## src/rtl/uart_tx_arbiter.sv

```systemverilog
// Round-robin arbiter sharing one rs232c transmitter among NUM_REQ byte sources.
// Optional TX_ARB_LOCK_EN: req_lock keeps the grant for atomic multi-byte messages.
module uart_tx_arbiter #(
  parameter int NUM_REQ       = 2,
  parameter int START_TIMEOUT = 8
) (
  input  logic                   clk,
  input  logic                   rstb,
  input  logic [NUM_REQ-1:0]     req_valid,
  input  logic [8*NUM_REQ-1:0]   req_data,
  input  logic [NUM_REQ-1:0]     req_lock,
  output logic [NUM_REQ-1:0]     req_ready,
  output logic [NUM_REQ-1:0]     grant,
  output logic [7:0]             tx_data,
  output logic                   tx_data_en,
  input  logic                   tx_busy,
  output logic                   arb_busy,
  output logic                   timeout_err
);

  localparam int PW = (NUM_REQ > 1) ? $clog2(NUM_REQ) : 1;
  localparam logic [NUM_REQ-1:0] ONE_OH = {{(NUM_REQ-1){1'b0}}, 1'b1};

  typedef enum logic [1:0] {
    ST_IDLE       = 2'd0,
    ST_WAIT_START = 2'd1,
    ST_WAIT_DONE  = 2'd2
  } state_t;

  state_t             state_r, state_s;
  logic [PW-1:0]      ptr_r, ptr_s;
  logic [7:0]         cnt_r, cnt_s;
  logic [NUM_REQ-1:0] grant_r, grant_s;
  logic [NUM_REQ-1:0] req_ready_r, req_ready_s;
  logic [7:0]         tx_data_r, tx_data_s;
  logic               tx_data_en_r, tx_data_en_s;
  logic               arb_busy_r;
  logic               timeout_err_r, timeout_err_s;

  logic [NUM_REQ-1:0] eligible_s;
  logic               win_found_s;
  logic [PW-1:0]      win_idx_s;
  logic [PW-1:0]      idx_pw_s;
  int                 idx_v;

`ifdef TX_ARB_LOCK_EN
  logic               lock_r, lock_s;
  logic [PW-1:0]      lock_owner_r, lock_owner_s;

  // While locked only the owner may compete.
  always_comb begin
    if (lock_r) begin
      eligible_s = req_valid & (ONE_OH << lock_owner_r);
    end else begin
      eligible_s = req_valid;
    end
  end
`else
  logic unused_lock_s;
  assign unused_lock_s = ^req_lock;

  // Without locking every valid requester competes.
  always_comb begin
    eligible_s = req_valid;
  end
`endif

  // First eligible requester after the round-robin pointer wins.
  always_comb begin
    win_found_s = 1'b0;
    win_idx_s   = '0;
    idx_v       = 0;
    idx_pw_s    = '0;
    for (int k = 1; k <= NUM_REQ; k++) begin
      idx_v = int'(ptr_r) + k;
      if (idx_v >= NUM_REQ) begin
        idx_v = idx_v - NUM_REQ;
      end else begin
        idx_v = idx_v;
      end
      idx_pw_s = PW'(idx_v);
      if (!win_found_s && eligible_s[idx_pw_s]) begin
        win_found_s = 1'b1;
        win_idx_s   = idx_pw_s;
      end else begin
        win_found_s = win_found_s;
      end
    end
  end

  // Next-state and next-output logic of the transfer FSM.
  always_comb begin
    state_s       = state_r;
    ptr_s         = ptr_r;
    cnt_s         = cnt_r;
    grant_s       = grant_r;
    tx_data_s     = tx_data_r;
    tx_data_en_s  = 1'b0;
    req_ready_s   = '0;
    timeout_err_s = 1'b0;
`ifdef TX_ARB_LOCK_EN
    lock_s        = lock_r;
    lock_owner_s  = lock_owner_r;
`endif
    case (state_r)
      ST_IDLE: begin
        if (!tx_busy && win_found_s) begin
          tx_data_s    = req_data[int'(win_idx_s)*8 +: 8];
          grant_s      = ONE_OH << win_idx_s;
          req_ready_s  = ONE_OH << win_idx_s;
          tx_data_en_s = 1'b1;
          ptr_s        = win_idx_s;
          cnt_s        = 8'd0;
          state_s      = ST_WAIT_START;
`ifdef TX_ARB_LOCK_EN
          lock_s       = req_lock[win_idx_s];
          lock_owner_s = win_idx_s;
`endif
        end else begin
          state_s = ST_IDLE;
        end
      end
      ST_WAIT_START: begin
        if (tx_busy) begin
          cnt_s   = 8'd0;
          state_s = ST_WAIT_DONE;
        end else if (cnt_r == 8'(START_TIMEOUT - 1)) begin
          // UART never started: drop the byte, its ready was already given.
          timeout_err_s = 1'b1;
          grant_s       = '0;
          cnt_s         = 8'd0;
          state_s       = ST_IDLE;
`ifdef TX_ARB_LOCK_EN
          lock_s        = 1'b0;
`endif
        end else begin
          cnt_s = cnt_r + 8'd1;
        end
      end
      ST_WAIT_DONE: begin
        if (!tx_busy) begin
          grant_s = '0;
          state_s = ST_IDLE;
        end else begin
          state_s = ST_WAIT_DONE;
        end
      end
      default: begin
        grant_s = '0;
        cnt_s   = 8'd0;
        state_s = ST_IDLE;
      end
    endcase
  end

  // State and registered outputs; pointer resets so requester 0 wins first.
  always_ff @(posedge clk or negedge rstb) begin
    if (!rstb) begin
      state_r       <= ST_IDLE;
      ptr_r         <= PW'(NUM_REQ - 1);
      cnt_r         <= 8'd0;
      grant_r       <= '0;
      req_ready_r   <= '0;
      tx_data_r     <= 8'd0;
      tx_data_en_r  <= 1'b0;
      arb_busy_r    <= 1'b0;
      timeout_err_r <= 1'b0;
    end else begin
      state_r       <= state_s;
      ptr_r         <= ptr_s;
      cnt_r         <= cnt_s;
      grant_r       <= grant_s;
      req_ready_r   <= req_ready_s;
      tx_data_r     <= tx_data_s;
      tx_data_en_r  <= tx_data_en_s;
      arb_busy_r    <= (state_s != ST_IDLE);
      timeout_err_r <= timeout_err_s;
    end
  end

`ifdef TX_ARB_LOCK_EN
  // Lock flag and its owner.
  always_ff @(posedge clk or negedge rstb) begin
    if (!rstb) begin
      lock_r       <= 1'b0;
      lock_owner_r <= '0;
    end else begin
      lock_r       <= lock_s;
      lock_owner_r <= lock_owner_s;
    end
  end
`endif

  assign grant       = grant_r;
  assign req_ready   = req_ready_r;
  assign tx_data     = tx_data_r;
  assign tx_data_en  = tx_data_en_r;
  assign arb_busy    = arb_busy_r;
  assign timeout_err = timeout_err_r;

endmodule

```

## config.mk

```make
export PLATFORM = sky130hd
export DESIGN_NAME = uart_tx_arbiter
export DESIGN_NICKNAME = d
export VERILOG_FILES = /design/src/rtl/uart_tx_arbiter.sv
export SDC_FILE = /design/constraint.sdc
export NUM_CORES = 1
export LEC_CHECK = 0
export ABC_AREA = 0
export CAP_MARGIN = 20
export CELL_PAD_IN_SITES_DETAIL_PLACEMENT = 2
export CELL_PAD_IN_SITES_GLOBAL_PLACEMENT = 2
export CORE_AREA = 2 2 69 71
export CTS_CLUSTER_SIZE = 30
export DETAILED_ROUTE_END_ITERATION = 10
export DIE_AREA = 0 0 71 73
export PLACE_DENSITY_LB_ADDON = 0.1
export RECOVER_POWER = 100
export SETUP_SLACK_MARGIN = 0.05
export SYNTH_ARGS = -nofsm -noshare
export SYNTH_HDL_FRONTEND = slang
export SYNTH_SLANG_ARGS = --single-unit
```

## constraint.sdc

```tcl
create_clock -name clk -period 2.1 [get_ports clk]
set_clock_uncertainty 0.05 [all_clocks]
set_input_delay 0.42 -clock clk [delete_from_list [all_inputs] [get_ports clk]]
set_output_delay 0.42 -clock clk [all_outputs]
set_load 0.1 [all_outputs]
```

### Word level (Yosys, flattened, before mapping)

Index checks and enable logic that the tools add are counted.

| storage, ports and cells | value |
|---|---|
| bits in registers | 26 |
| bits in latches | 0 |
| bits in writable memories | 0 |
| ROM bits | 0 |
| input bits | 23 |
| output and inout bits | 15 |
| logic and storage cells | 68 |
| memories | 0 |

| operators by class | value |
|---|---|
| $add $sub $neg | 5 |
| multipliers | 0 |
| div/mod/pow operators | 0 |
| $lt $le $gt $ge | 4 |
| eq/ne operators | 7 |
| shift operators | 2 |
| mux-type cells | 31 |
| bitwise operators | 1 |
| reductions and logical operators | 9 |

Operators by type and width:

| operator | count |
|---|---|
| 8-bit two-way mux | 3 |
| 8-bit case mux with 3 select lines | 1 |
| 2-bit two-way mux | 9 |
| 1-bit two-way mux | 16 |
| 16-bit by 5-bit variable part select with 8-bit output | 1 |
| 2-bit case mux with 3 select lines | 2 |
| 8-bit by 1-bit adder with 8-bit output, second input constant | 1 |
| 8-bit by 3-bit equality test with 1-bit output, second input constant | 1 |
| 2-bit != test, second input constant | 4 |
| 1-bit by 2-bit less-than comparator with 1-bit output, second input constant | 2 |
| 2-bit AND reduction | 2 |
| 4-bit AND reduction | 1 |
| 1-bit by 2-bit adder with 3-bit output, second input constant | 1 |
| 3-bit by 2-bit >= comparator with 1-bit output, second input constant | 1 |
| 1-bit by 1-bit adder with 2-bit output, second input constant | 1 |
| 2-bit by 1-bit equality test with 1-bit output, second input constant | 1 |
| 2-bit equality test, second input constant | 1 |
| 2-bit >= comparator, second input constant | 1 |
| 1-bit logical AND | 2 |
| 1-bit logical NOT | 2 |
| 2-bit logical NOT | 1 |
| 2-bit nonzero test | 1 |
| 1-bit by 1-bit << shifter with 2-bit output, first input constant | 1 |
| 1-bit subtractor, second input constant | 2 |
| 1-bit NOT | 1 |

### Depth between registers and ports, before layout

| depth | value |
|---|---|
| depth in word-level cells | 13 |
| mapped depth | 5 |

### Worst setup path before layout

Ideal clock, no wire load.

| timing | value |
|---|---|
| kind | input to register |
| start point | in tx_busy |
| end point | reg tx_data_r[2], in the netlist tx_data[2] |
| data arrival time | 1.310 ns |
| data required time | 1.916 ns |
| slack | 0.606 ns |
| stages | 4 |
| buffers on the path | 1 |
| path through | or4_4 > clkbuf_1 > nand2_1 > o21ai_0 |

| between the ends | value |
|---|---|
| cells in the longest elaborated chain, start to end | 3 |

RTL lines:

| item | RTL line | source |
|---|---|---|
| start, declared | 16 | `input logic tx_busy,` |
| 1-bit logical NOT | - |  |
| 1-bit logical AND | 107 | `if (!tx_busy && win_found_s) begin` |
| 2-bit AND reduction (no source line) | - |  |
| end signal, assigned | 174 | `tx_data_r <= tx_data_s;` |
| end, declared | 35 | `logic [7:0] tx_data_r, tx_data_s;` |

Every way passes these cells.
A chain may end at the register's enable or synchronous reset.

### Worst setup path in the final report

| timing | value |
|---|---|
| start point | in req_valid[1] |
| end point | reg cnt_r[5] |

| between the ends | value |
|---|---|
| cells in the longest elaborated chain, start to end | 9 |
| elaborated cells between the ends (all ways) | 11 |
| classes of those cells | eq/ne (1); mux (6); reduce/logical (4) |

RTL lines:

| item | RTL line | source |
|---|---|---|
| start, declared | 9 | `input logic [NUM_REQ-1:0] req_valid,` |
| 1-bit two-way mux (not written as such) (2 in series) | 82 | `if (!win_found_s && eligible_s[idx_pw_s]) begin` |
| 1-bit two-way mux | 82 |  |
| 1-bit logical NOT | 82 |  |
| 1-bit logical AND | 82 |  |
| 1-bit two-way mux * | 82 |  |
| 1-bit logical AND * | 107 |  |
| 2-bit != test (no source line) * | - |  |
| 2-bit AND reduction (no source line) * | - |  |
| end signal, assigned | 171 | `cnt_r <= cnt_s;` |
| end, declared | 32 | `logic [7:0] cnt_r, cnt_s;` |

Every way passes the cells marked *; elsewhere a longest branch is shown, timed or not. The select of a mux whose other input is x is not followed.

==> out/results.md <==
| Metric | Reported | Unit |
| --- | --- | --- |
| Largest fanout on the critical path | 9 | - |
| Result of the run | completed | - |
| Initial cell density of the core | 25.7 | % |
| Row cnt | 25 | - |
| Worst Hold Class | reg2reg | - |
| Largest voltage drop on the vdd net | 0.424 | mV |
| Part of the Yosys area used for sequential elements | 56.0 | % |
| Distinct cell type count after synthesis | 31 | - |
| Part of the total power dissipated in sequential elements | 30.4 | % |
| Hold-fix buffers, CTS | 0 | - |
| Number of antenna violations at the first check in global routing | 0 | - |
| Post-synthesis register bit count | 26 | - |
| Critical path arrival | 2.00 | ns |
| Switching fraction of total power | 56.3 | % |
| Portion of total power attributed to the clock network | 13.1 | % |
| Post-route antenna net violation count | 0 | - |
| Total leakage power | 0.746 | nW |
| Height of the die | 73 | um |
| Post-Synthesis Mean Instance Area | 10.3 | um2 |
| GR Util All Layers | 14.3 | % |
| CTS clock-pin slew for the worst setup and hold paths | 0.09 | ns |
| Number of slew-limit violations in the final report | 0 | - |
| Buffer levels on the longest clock path | 2 | - |
| Number of cells produced by synthesis | 113 | - |
| Average vias per placed instance | 4.95 | - |
| Post-cts gate resize count | 0 | - |
| Detail Placement HPWL | 2540 | um |
| Clock buffers created by TritonCTS | 3 | - |
| Routed wire per std cell | 15.7 | um |
| Peak clock frequency supported by timing | 528 | MHz |
| Die area | 5180 | um2 |
| Data required time of the critical path | 2.20 | ns |
| Synthesized-area fraction occupied by and/or/nand/nor cells | 16.0 | % |
| Cell area after technology mapping | 1160 | um2 |
| Synthesized-area fraction occupied by ao, oa, aoi and oai cells | 16.2 | % |
| Clock insertion delay at the later pin of the skew report | 0.27 | ns |
| Final GP Congestion | 0.769 | - |
| Detailed-route wire length | 3330 | um |
| Start-to-end type of the worst setup path | in2reg | - |
| Final number of setup-violating endpoints | 0 | - |
| Combinational group share of total power | 56.5 | % |
| Tcrit/Tclk final | 90.3 | % |
| H-tree depth reported by CTS | 1 | - |
| Final Hold Violating Endpoints | 0 | - |
| Pin count of the biggest net entering global routing | 27 | - |
| Horizontal die dimension | 71 | um |
| Worst slew pin tran | 0.671 | ns |
| Cell chosen for the clock root | clkbuf_8 | - |
| I/O pin count | 38 | - |
| Post-layout power | 2.51 | mW |
| Max-slew headroom at the worst pin | 55.3 | % |
| Area share of xor/xnor cells in the synthesized design | 0.752 | % |
| Drt first pass iters | 2 | - |
| Via count | 1,050 | - |
| PwrDens | 1570 | nW/um2 |
| Net count of the mapped netlist | 137 | - |
| Worst-case setup margin in the final layout | 0.204 | ns |
| Post-synthesis share of cell area spent on full adders, half adders and majority gates | 1.07 | % |
| Power spent charging and discharging nets | 1.41 | mW |
| Placement-stage worst setup slack | -0.105 | ns |
| Vias in the first global route | 1,198 | - |
| Setup tns final | 0 | ns |
| Portion of netlist area occupied by mux cells | 6.87 | % |
| Placeable Area | 4540 | um2 |
| Dominant combinational cell family by area after synthesis | compound AO/OA/AOI/OAI gates | - |
| Relative area change from synthesis to final layout | 37.6 | % |
| Net count reported at finish | 183 | - |
| Setup crit end kind | flip-flop | - |
| Post-CTS setup buffers | 0 | - |
| Number of warnings reported in the yosys synthesis log | 0 | - |
| Clock tree from TritonCTS | built | - |
| Antenna fix cells | 0 | - |
| Number of fillers in the final layout | 505 | - |
| Global route total overflow | 0 | - |
| Area taken by multi-input logic gates | 473 | um2 |
| Number of remaining DRC errors | 0 | - |
| RSZ-0062 raised after global routing | false | - |
| Worst setup SP type | primary input | - |
| Global-route wire length before repair | 5800 | um |
| Drt first-iter violations | 27 | - |
| Clock period minus worst slack | 1.90 | ns |
| Number of clock sinks | 26 | - |
| Layout cells sized above 1 | 18.4 | % |
| Internal power contribution | 1.10 | mW |
| Register Area | 652 | um2 |
| I/O Buffers | 35 | - |
| Max_cap viols | 0 | - |
| Worst Hold Slack | 0.443 | ns |
path summary, 6_finish.rpt:
| kind | from | endpoint | slack (ns) | cells after the start |
|---|---|---|---|---|
| worst min-delay path | tx_data[7] | tx_data[7] | 0.44 | 2 |
| worst min register to register | tx_data[7] | tx_data[7] | 0.44 | 2 |
| worst max register to register | cnt_r[3] | cnt_r[5] | 0.36 | 5 |
| min in group asynchronous | rstb | tx_data_en | 0.66 | 2 |
| max in group asynchronous | rstb | cnt_r[1] | 0.91 | 2 |
| worst max-delay path | req_valid[1] | cnt_r[5] | 0.20 | 7 |
cells in the mapped netlist:
library cell / instances / share of area [%]
ha_1: 1 / 1.1
mux2i_1: 8 / 6.9
nor3_1: 1 / 0.43
clkbuf_1: 2 / 0.64
o21ai_0: 13 / 5.6
a21boi_0: 1 / 0.64
and2_1: 1 / 0.54
a311oi_1: 1 / 0.75
dfstp_2: 1 / 2.3
o22ai_1: 1 / 0.54
nand4_1: 1 / 0.54
a21o_1: 1 / 0.64
a32o_1: 1 / 0.86
or4_4: 1 / 0.97
o31a_1: 1 / 0.75
o31ai_1: 3 / 1.9
o21ba_2: 1 / 0.86
nor4_1: 1 / 0.54
and3b_1: 1 / 0.75
nand3_1: 4 / 1.7
a21oi_1: 7 / 3.0
o21bai_1: 1 / 0.64
or3_1: 2 / 1.1
or3b_2: 1 / 0.75
buf_2: 2 / 0.86
inv_1: 5 / 1.6
dfrtp_1: 25 / 54
xor2_1: 1 / 0.75
or4_1: 3 / 1.9
nand2_1: 17 / 5.5
nor2_1: 4 / 1.3
through the flow:
stage / instance area (um2) / instances / util, %
floorplan: 1160 / 113 / -
global placement: 1600 / 208 / 35.3
global route: 1600 / 212 / 35.3
CTS: 1660 / 212 / 36.6
finish: 1600 / 212 / 35.3
detailed placement: 1600 / 208 / 35.3
worst max-delay path: stages:
cell,delay (ns)
clkdlybuf4s50_1,0.49
nor2_1,0.07
o31a_1,0.35
clkbuf_1,0.20
a21oi_1,0.13
clkbuf_1,0.25
a21oi_1,0.07
cell type report:
class | instances | area share, %
well taps | 54 | 4.22
clock buffers | 4 | 3.43
multi-input cells | 78 | 29.5
flip-flops and latches | 26 | 40.7
inverters | 5 | 1.17
repair buffers | 45 | 21.0
cells in the final DEF, fill, tap and decap left out, drive strengths merged, types with 2 or more instances in the layout:
master,n
a21oi,7
buf,6
clkbuf,23
clkdlybuf4s50,19
dfrtp,25
inv,5
mux2i,8
nand2,17
nand3,4
nor2,4
o21ai,13
o31ai,3
or3,2
or4,4
power by group through the flow:
stage | combinational (mW) | sequential [mW] | clock [mW]
2_1_floorplan | 0.294 | 1.58 | 0
3_3_place_gp | 1.50 | 0.768 | 0
3_5_place_dp | 1.53 | 0.783 | 0
4_1_cts | 1.53 | 0.771 | 0.343
5_1_grt | 1.51 | 0.795 | 0.368
6_report | 1.42 | 0.764 | 0.329
metal layers:
layer	track usage [%]	routed length (um)
met5	0	0
met4	4.40	41
met3	2.76	123
met2	27.1	1730
met1	16.1	1430
registers in the layout (all words and copies together), names as in the netlist:
signal,cells
cnt_r,8
ptr_r,1
tx_data_en,1
tx_data,8
req_ready,2
arb_busy,1
timeout_err,1
state_r,2
grant,2
cell families after synthesis:
kind of cell | Yosys count
AND/OR/NAND/NOR | 37
AO/OA/AOI/OAI | 31
flip-flops | 26
buffers and inverters | 9
multiplexers | 8
XOR/XNOR | 1
adder cells (fa/ha/maj) | 1
(Power assumes the default switching activity.)
